===== config.mk =====
export PLATFORM = sky130hd
export DESIGN_NAME = cmul_rr_sched_flat
export DESIGN_NICKNAME = d
export VERILOG_FILES = /design/src/rtl/cmul_pkg.sv /design/src/rtl/cmul_rr_sched_if.sv /design/src/rtl/cmul_pipe.sv /design/src/rtl/cmul_rr_sched.sv /design/src/flat_wrapper.sv
export SDC_FILE = /design/constraint.sdc
export NUM_CORES = 2
export LEC_CHECK = 0
export ABC_CLOCK_PERIOD_IN_PS = 11490
export CAP_MARGIN = 15
export CORE_MARGIN = 4
export CORE_UTILIZATION = 45
export CTS_BUF_LIST = sky130_fd_sc_hd__clkbuf_4 sky130_fd_sc_hd__clkbuf_8 sky130_fd_sc_hd__clkbuf_16
export DETAILED_ROUTE_END_ITERATION = 8
export PLACE_DENSITY = 0.7
export SLEW_MARGIN = 20
export SYNTH_ARGS = -nofsm -noshare
export SYNTH_HDL_FRONTEND = slang
export SYNTH_SLANG_ARGS = --single-unit

===== constraint.sdc =====
create_clock -name clk -period 11.49 [get_ports clk]
set_clock_uncertainty 0.1 [all_clocks]
set_input_delay 3.447 -clock clk [delete_from_list [all_inputs] [get_ports clk]]
set_output_delay 3.447 -clock clk [all_outputs]
set_load 0.1 [all_outputs]

===== src/rtl/cmul_pkg.sv =====
// cmul_pkg: shared widths and operand/result types for the complex-multiply
// scheduler and its pipelined multiplier.
//   OP_W     - width of each signed operand component
//   PROD_W   - width of each signed product and of each result component
//   PIPE_LAT - edges from operand acceptance to result presentation
package cmul_pkg;

  localparam int OP_W     = 16;
  localparam int PROD_W   = 32;
  localparam int PIPE_LAT = 2;

  typedef struct packed {
    logic signed [OP_W-1:0] ar;
    logic signed [OP_W-1:0] ai;
    logic signed [OP_W-1:0] br;
    logic signed [OP_W-1:0] bi;
  } cplx_op_t;

  typedef struct packed {
    logic signed [PROD_W-1:0] pr;
    logic signed [PROD_W-1:0] pi;
  } cplx_res_t;

  // Sign-extend an operand to product width so multiplies are full-width.
  function automatic logic signed [PROD_W-1:0] sext(input logic signed [OP_W-1:0] x);
    return {{(PROD_W-OP_W){x[OP_W-1]}}, x};
  endfunction

endpackage


===== src/rtl/cmul_rr_sched_if.sv =====
// cmul_rr_sched_if: request/response bundle between NREQ DSP clients and
// the shared complex multiplier scheduler.
//   req_valid/req_ready            - per-requester handshake
//   req_ar/ai/br/bi                - packed signed operands, requester i at [16i+15:16i]
//   rsp_valid/rsp_id/rsp_pr/rsp_pi - tagged result, no backpressure
// Modports: master = requester side, slave = scheduler side.
interface cmul_rr_sched_if #(parameter int NREQ = 4);
  import cmul_pkg::*;

  localparam int ID_W = $clog2(NREQ);

  logic [NREQ-1:0]        req_valid;
  logic [NREQ-1:0]        req_ready;
  logic [OP_W*NREQ-1:0]   req_ar;
  logic [OP_W*NREQ-1:0]   req_ai;
  logic [OP_W*NREQ-1:0]   req_br;
  logic [OP_W*NREQ-1:0]   req_bi;
  logic                   rsp_valid;
  logic [ID_W-1:0]        rsp_id;
  logic signed [PROD_W-1:0] rsp_pr;
  logic signed [PROD_W-1:0] rsp_pi;

  modport master (
    output req_valid, req_ar, req_ai, req_br, req_bi,
    input  req_ready, rsp_valid, rsp_id, rsp_pr, rsp_pi
  );

  modport slave (
    input  req_valid, req_ar, req_ai, req_br, req_bi,
    output req_ready, rsp_valid, rsp_id, rsp_pr, rsp_pi
  );

endinterface


===== src/rtl/cmul_pipe.sv =====
// cmul_pipe: 2-stage pipelined 16x16 complex multiplier with valid+tag sideband.
//   clk, rst         - clock, synchronous active-high reset
//   in_valid/in_tag  - operand strobe and owner tag
//   in_op            - ar, ai, br, bi
//   out_valid/out_tag/out_res - result (pr = ar*br - ai*bi, pi = ar*bi + ai*br)
// Stage 0 registers the four products, stage 1 the wrapped sum/difference.
module cmul_pipe
  import cmul_pkg::*;
#(
  parameter int TAG_W = 2
) (
  input  logic             clk,
  input  logic             rst,
  input  logic             in_valid,
  input  logic [TAG_W-1:0] in_tag,
  input  cplx_op_t         in_op,
  output logic             out_valid,
  output logic [TAG_W-1:0] out_tag,
  output cplx_res_t        out_res
);

  logic                     s0_valid_q, s0_valid_d;
  logic [TAG_W-1:0]         s0_tag_q,   s0_tag_d;
  logic signed [PROD_W-1:0] s0_rr_q, s0_rr_d;
  logic signed [PROD_W-1:0] s0_ii_q, s0_ii_d;
  logic signed [PROD_W-1:0] s0_ri_q, s0_ri_d;
  logic signed [PROD_W-1:0] s0_ir_q, s0_ir_d;

  logic                     s1_valid_q, s1_valid_d;
  logic [TAG_W-1:0]         s1_tag_q,   s1_tag_d;
  cplx_res_t                s1_res_q,   s1_res_d;

  always_comb begin
    s0_valid_d = in_valid;
    s0_tag_d   = s0_tag_q;
    s0_rr_d    = s0_rr_q;
    s0_ii_d    = s0_ii_q;
    s0_ri_d    = s0_ri_q;
    s0_ir_d    = s0_ir_q;
    if (in_valid) begin
      s0_tag_d = in_tag;
      s0_rr_d  = sext(in_op.ar) * sext(in_op.br);
      s0_ii_d  = sext(in_op.ai) * sext(in_op.bi);
      s0_ri_d  = sext(in_op.ar) * sext(in_op.bi);
      s0_ir_d  = sext(in_op.ai) * sext(in_op.br);
    end

    // Outputs hold their last value on idle cycles.
    s1_valid_d = s0_valid_q;
    s1_tag_d   = s1_tag_q;
    s1_res_d   = s1_res_q;
    if (s0_valid_q) begin
      s1_tag_d    = s0_tag_q;
      s1_res_d.pr = s0_rr_q - s0_ii_q;
      s1_res_d.pi = s0_ri_q + s0_ir_q;
    end
  end

  always_ff @(posedge clk) begin
    if (rst) begin
      s0_valid_q <= 1'b0;
      s0_tag_q   <= '0;
      s0_rr_q    <= '0;
      s0_ii_q    <= '0;
      s0_ri_q    <= '0;
      s0_ir_q    <= '0;
      s1_valid_q <= 1'b0;
      s1_tag_q   <= '0;
      s1_res_q   <= '0;
    end else begin
      s0_valid_q <= s0_valid_d;
      s0_tag_q   <= s0_tag_d;
      s0_rr_q    <= s0_rr_d;
      s0_ii_q    <= s0_ii_d;
      s0_ri_q    <= s0_ri_d;
      s0_ir_q    <= s0_ir_d;
      s1_valid_q <= s1_valid_d;
      s1_tag_q   <= s1_tag_d;
      s1_res_q   <= s1_res_d;
    end
  end

  assign out_valid = s1_valid_q;
  assign out_tag   = s1_tag_q;
  assign out_res   = s1_res_q;

endmodule


===== src/rtl/cmul_rr_sched.sv =====
// cmul_rr_sched: round-robin scheduler (with optional burst lock) sharing one
// pipelined complex multiplier among NREQ requesters.
//   clk, rst - clock, synchronous active-high reset
//   bus      - slave side of cmul_rr_sched_if (request handshake/operands in,
//              tagged results out with fixed latency)
// Parameters: NREQ requesters (2..8), BURST max consecutive beats per grant.
module cmul_rr_sched
  import cmul_pkg::*;
#(
  parameter int NREQ  = 4,
  parameter int BURST = 1
) (
  input  logic           clk,
  input  logic           rst,
  cmul_rr_sched_if.slave bus
);

  localparam int          ID_W   = $clog2(NREQ);
  localparam int          BC_W   = $clog2(BURST + 1);
  localparam int unsigned NREQ_U = NREQ;

  logic [ID_W-1:0] ptr_q,      ptr_d;
  logic [ID_W-1:0] owner_q,    owner_d;
  logic            lock_q,     lock_d;
  logic [BC_W-1:0] beat_cnt_q, beat_cnt_d;

  logic            hold;
  logic            found;
  logic [ID_W-1:0] gnt;
  logic [ID_W-1:0] k_id;
  int unsigned     k;
  cplx_op_t        op;
  cplx_res_t       res;

  always_comb begin
    // Pointer is advanced on every transfer; while the lock holds the owner
    // simply overrides the search, so on release the pointer is already g+1.
    hold  = lock_q && bus.req_valid[owner_q] && (beat_cnt_q < BC_W'(BURST));
    found = 1'b0;
    gnt   = '0;
    k     = 0;
    k_id  = '0;
    if (hold) begin
      found = 1'b1;
      gnt   = owner_q;
    end else begin
      for (int unsigned i = 0; i < NREQ_U; i++) begin
        k    = (32'(ptr_q) + i) % NREQ_U;
        k_id = ID_W'(k);
        if (!found && bus.req_valid[k_id]) begin
          found = 1'b1;
          gnt   = k_id;
        end
      end
    end

    bus.req_ready = found ? (NREQ'(1) << gnt) : '0;

    op.ar = bus.req_ar[int'(gnt)*OP_W +: OP_W];
    op.ai = bus.req_ai[int'(gnt)*OP_W +: OP_W];
    op.br = bus.req_br[int'(gnt)*OP_W +: OP_W];
    op.bi = bus.req_bi[int'(gnt)*OP_W +: OP_W];

    ptr_d      = ptr_q;
    owner_d    = owner_q;
    lock_d     = lock_q;
    beat_cnt_d = beat_cnt_q;
    if (found) begin
      ptr_d = (gnt == ID_W'(NREQ - 1)) ? '0 : gnt + ID_W'(1);
      if (hold) begin
        beat_cnt_d = beat_cnt_q + BC_W'(1);
      end else begin
        owner_d    = gnt;
        lock_d     = 1'b1;
        beat_cnt_d = BC_W'(1);
      end
    end else begin
      lock_d     = 1'b0;
      beat_cnt_d = '0;
    end
  end

  always_ff @(posedge clk) begin
    if (rst) begin
      ptr_q      <= '0;
      owner_q    <= '0;
      lock_q     <= 1'b0;
      beat_cnt_q <= '0;
    end else begin
      ptr_q      <= ptr_d;
      owner_q    <= owner_d;
      lock_q     <= lock_d;
      beat_cnt_q <= beat_cnt_d;
    end
  end

  cmul_pipe #(.TAG_W(ID_W)) u_pipe (
    .clk       (clk),
    .rst       (rst),
    .in_valid  (found),
    .in_tag    (gnt),
    .in_op     (op),
    .out_valid (bus.rsp_valid),
    .out_tag   (bus.rsp_id),
    .out_res   (res)
  );

  assign bus.rsp_pr = res.pr;
  assign bus.rsp_pi = res.pi;

endmodule


===== src/flat_wrapper.sv =====
// flat-port wrapper written by rule: the top's interface ports become plain ports
module cmul_rr_sched_flat import cmul_pkg::*;
#(
  parameter int NREQ  = 4,
  parameter int BURST = 1
)
  (clk, rst, bus_req_valid, bus_req_ar, bus_req_ai, bus_req_br, bus_req_bi, bus_req_ready, bus_rsp_valid, bus_rsp_id, bus_rsp_pr, bus_rsp_pi);
  cmul_rr_sched_if #(.NREQ(NREQ)) bus_i ();
  input  logic clk;
  input  logic rst;
  input wire logic [$bits(bus_i.req_valid)-1:0] bus_req_valid;
  input wire logic [$bits(bus_i.req_ar)-1:0] bus_req_ar;
  input wire logic [$bits(bus_i.req_ai)-1:0] bus_req_ai;
  input wire logic [$bits(bus_i.req_br)-1:0] bus_req_br;
  input wire logic [$bits(bus_i.req_bi)-1:0] bus_req_bi;
  output wire logic [$bits(bus_i.req_ready)-1:0] bus_req_ready;
  output wire logic [$bits(bus_i.rsp_valid)-1:0] bus_rsp_valid;
  output wire logic [$bits(bus_i.rsp_id)-1:0] bus_rsp_id;
  output wire logic [$bits(bus_i.rsp_pr)-1:0] bus_rsp_pr;
  output wire logic [$bits(bus_i.rsp_pi)-1:0] bus_rsp_pi;
  assign bus_i.req_valid = bus_req_valid;
  assign bus_i.req_ar = bus_req_ar;
  assign bus_i.req_ai = bus_req_ai;
  assign bus_i.req_br = bus_req_br;
  assign bus_i.req_bi = bus_req_bi;
  assign bus_req_ready = bus_i.req_ready;
  assign bus_rsp_valid = bus_i.rsp_valid;
  assign bus_rsp_id = bus_i.rsp_id;
  assign bus_rsp_pr = bus_i.rsp_pr;
  assign bus_rsp_pi = bus_i.rsp_pi;
  cmul_rr_sched #(.NREQ(NREQ), .BURST(BURST)) u_core (.clk(clk), .rst(rst), .bus(bus_i));
endmodule

==> results.cfg <==
[clocking]
cts_hold_buf = 0
clk_latency_ns = 0.58
cts_buffers = 24
htreeDepth = 1
clock_path_buffers = 3
cts_tree = built
cts.sinks = 204
cts-root-buf = clkbuf_16
clk_pin_slew_ns = 0.07

[global_route]
grt_pass1_wl_mm = 269.3
antenna_found_initial = 7
grt_max_degree = 115
grt_util_all_layers_pct = 29.70
grt_pass1_vias = 46150
grt.overflow.total = 0

[cells_and_area]
nets = 8481
fin_cells = 8292
drive_above_1_share_pct = 15.00
area_delta_synth_final_pct = 24.37
insertedDiodeCount = 0

[floorplan]
die_width_um = 344.5
start_util_pct = 45.30
die_h_um = 344.5
ioPinCount = 333
core-area_sq_mm = 0.1125
fp.dieArea_sq_mm = 0.1187
fp-row-count = 123

[logic_synthesis]
yosys.area.top_type = fa_1
ys_seq_elements = 204
synth-edff-count = 0
synth_fp_nets = 7558
synth_top_area_share_pct = 41.25
async_flop_share_pct = 0
synth_ff_type = dfxtp_1
synth_area_sq_mm = 0.05096
synth_cell_types = 82
synthTopCellsByCount = 1,223 x inv_1, 1,050 x fa_1, 697 x nand2_1, 697 x nor2_1, 394 x ha_1
yosysWarnings = 0
synthCells = 5852
yosysMostFrequentCell = inv_1
ys_seq_area_share_pct = 8.014
avgSynthCellArea_sq_um = 8.708
ys_top_cells_by_area = fa_1 41%, ha_1 9.7%, inv_1 9.0%, dfxtp_1 8.0%, nand2_1 5.1%

[drt]
dr_wl_met2_mm = 75.70
wl_met3_mm = 22.26
routedWlPerCell_um = 21.41
maxUsedRoutingLayer = met5
m1WireLength_mm = 71.35
routed_wl_mm = 177.6
viasPerCell = 5.346
drt_iter0_drc = 3736
drc = 0
num_vias = 44330
first_pass_iters = 6
antenna_left = 0

[place]
place_inst = 8238
gp_congestion = 1.009
place_ws_ns = -0.6453
dp_hpwl_mm = 149.4
io_buffer_count = 332

[critical_path]
crit_top_cell = fa_1
rrSetupSlack_ns = 2.98
r2r_start = u_core.owner_q[1]$_SDFFE_PP0P_
critPathKind = input pin to flop
crit_fanout = 7
crit_path_start_kind = input pin
crit_end = u_core.u_pipe.s0_ii_q[28]$_SDFFE_PP0P_
critPathCaptureType = flop
cp_slowest_stage_delay_ns = 0.53
required_ns = 11.82
timing.rr.end = u_core.u_pipe.s0_ii_q[28]$_SDFFE_PP0P_
cp-startpoint = bus_req_valid[2]
r2r_cells = 30
arrival_ns = 11.39
crit_slowest_cell = fa_1

[run]
drv_cap = 0

[sta]
rsz0062_at_grt = false
period_share_pct = 96.30
slew-limit-headroom_pct = 24.91
hold_viol = 0
fin_ws_ns = 0.4251
tightest_slew_ns = 1.123
max_freq_mhz = 90.38
period_needed_ns = 11.06
drv_slew = 0
setup_viol = 0

[outcome]
status = complete, no violations

[min_path]
worstHoldPathType = flop to flop
[cells in the final DEF, fill, tap and decap left out, drive strengths merged, types with 37 or more instances in the layout]
| master | instances |
|---|---|
| inv | 1225 |
| fa | 1050 |
| buf | 815 |
| nand2 | 697 |
| nor2 | 697 |
| ha | 394 |
| clkdlybuf4s50 | 323 |
| mux2i | 224 |
| a21oi | 212 |
| dfxtp | 204 |
| xnor2 | 131 |
| o21ai | 116 |
| a21o | 65 |
| mux2 | 62 |
| xor2 | 51 |
| nand3 | 39 |
| nand2b | 37 |
| a211oi | 37 |
[cells by family after synthesis]
logic type                 count (synthesis)  share of synthesized area [%]
buffers and inverters                   1475                          11.13
DFF                                      204                          8.014
xor gates and xnor gates                 182                          3.128
and+or+nand+nor                         1641                          13.21
AOI/OAI and AO/OA                        620                          7.815
muxes                                    286                          5.777
adders and majority gates               1444                          50.92
[metal layers]
layer  GRT usage, %  vias to the layer above
met2          45.53                     2336
met4          10.58                       10
met5              0                        -
li1               -                    19770
met1          40.48                    21810
met3          8.185                      398
[critical path, delay by kind of cell]
family                     cells  cell delay, ns
adders and majority gates      7            3.34
buffers and inverters         10            1.49
AOI/OAI and AO/OA              9            1.45
muxes                          3            0.76
and+or+nand+nor                2            0.50
xor gates and xnor gates       1            0.37
[repair_timing]
| action | in CTS | in global routing |
|---|---|---|
| gates resized for setup | 1 | 44 |
| setup endpoints to repair | 7 | 47 |
| endpoints found under the hold margin | 0 | 0 |
| pin swaps | 0 | 6 |
| cloned | 0 | 5 |
| setup buffers | 0 | 6 |
[worst min-delay path by stage]
stage / from / end / cells after the start
floorplan: u_core.u_pipe.s0_ii_q[12]$_SDFFE_PP0P_ / u_core.u_pipe.s0_ii_q[12]$_SDFFE_PP0P_ / 2
global placement: u_core.u_pipe.s0_ii_q[18]$_SDFFE_PP0P_ / u_core.u_pipe.s0_ii_q[18]$_SDFFE_PP0P_ / 2
detailed placement: u_core.u_pipe.s0_ii_q[18]$_SDFFE_PP0P_ / u_core.u_pipe.s0_ii_q[18]$_SDFFE_PP0P_ / 2
CTS: u_core.u_pipe.s0_ii_q[3]$_SDFFE_PP0P_ / u_core.u_pipe.s0_ii_q[3]$_SDFFE_PP0P_ / 2
global route: u_core.u_pipe.s0_ii_q[17]$_SDFFE_PP0P_ / u_core.u_pipe.s0_ii_q[17]$_SDFFE_PP0P_ / 2
finish: u_core.u_pipe.s0_ii_q[3]$_SDFFE_PP0P_ / u_core.u_pipe.s0_ii_q[3]$_SDFFE_PP0P_ / 2
[layout make-up]
cell class	count	area (sq um)
Tap cell	1500	1877
Multi-Input combinational cell	4174	41520
Inverter	1226	4606
Fill cell	9940	49120
Timing Repair Buffer	1145	10410
Sequential cell	204	4088
Clock inverter	14	225.2
Clock buffer	29	656.9
[flip-flops by register name, summed over array words and instances (netlist names)]
signal and cells:
u_core.u_pipe.s0_rr_q 32, u_core.ptr_q 2, u_core.beat_cnt_q 1, u_core.u_pipe.s0_ri_q 32, u_core.u_pipe.out_res 64, u_core.u_pipe.s0_ir_q 32
u_core.lock_q 1, u_core.u_pipe.s0_valid_q 1, u_core.owner_q 2, u_core.u_pipe.out_valid 1, u_core.u_pipe.s0_ii_q 32, u_core.u_pipe.out_tag 2
u_core.u_pipe.s0_tag_q 2
[stage by stage]
stage | setup TNS, ns | instance area [sq um] | hold slack (ns) | util, %
after floorplan | 0 | 50960 | 0.3250 | -
after global placement | -12.57 | 62140 | 0.3414 | 55.24
after detailed placement | -19.89 | 62140 | 0.3432 | 55.24
after CTS | 0 | 63030 | 0.3514 | 56.03
after global routing | 0 | 63380 | 0.3750 | 56.34
final | 0 | 63380 | 0.3530 | 56.34
Power is not shown: default switching activity piles up to over one toggle a cycle in this logic, so the estimate is an artifact.
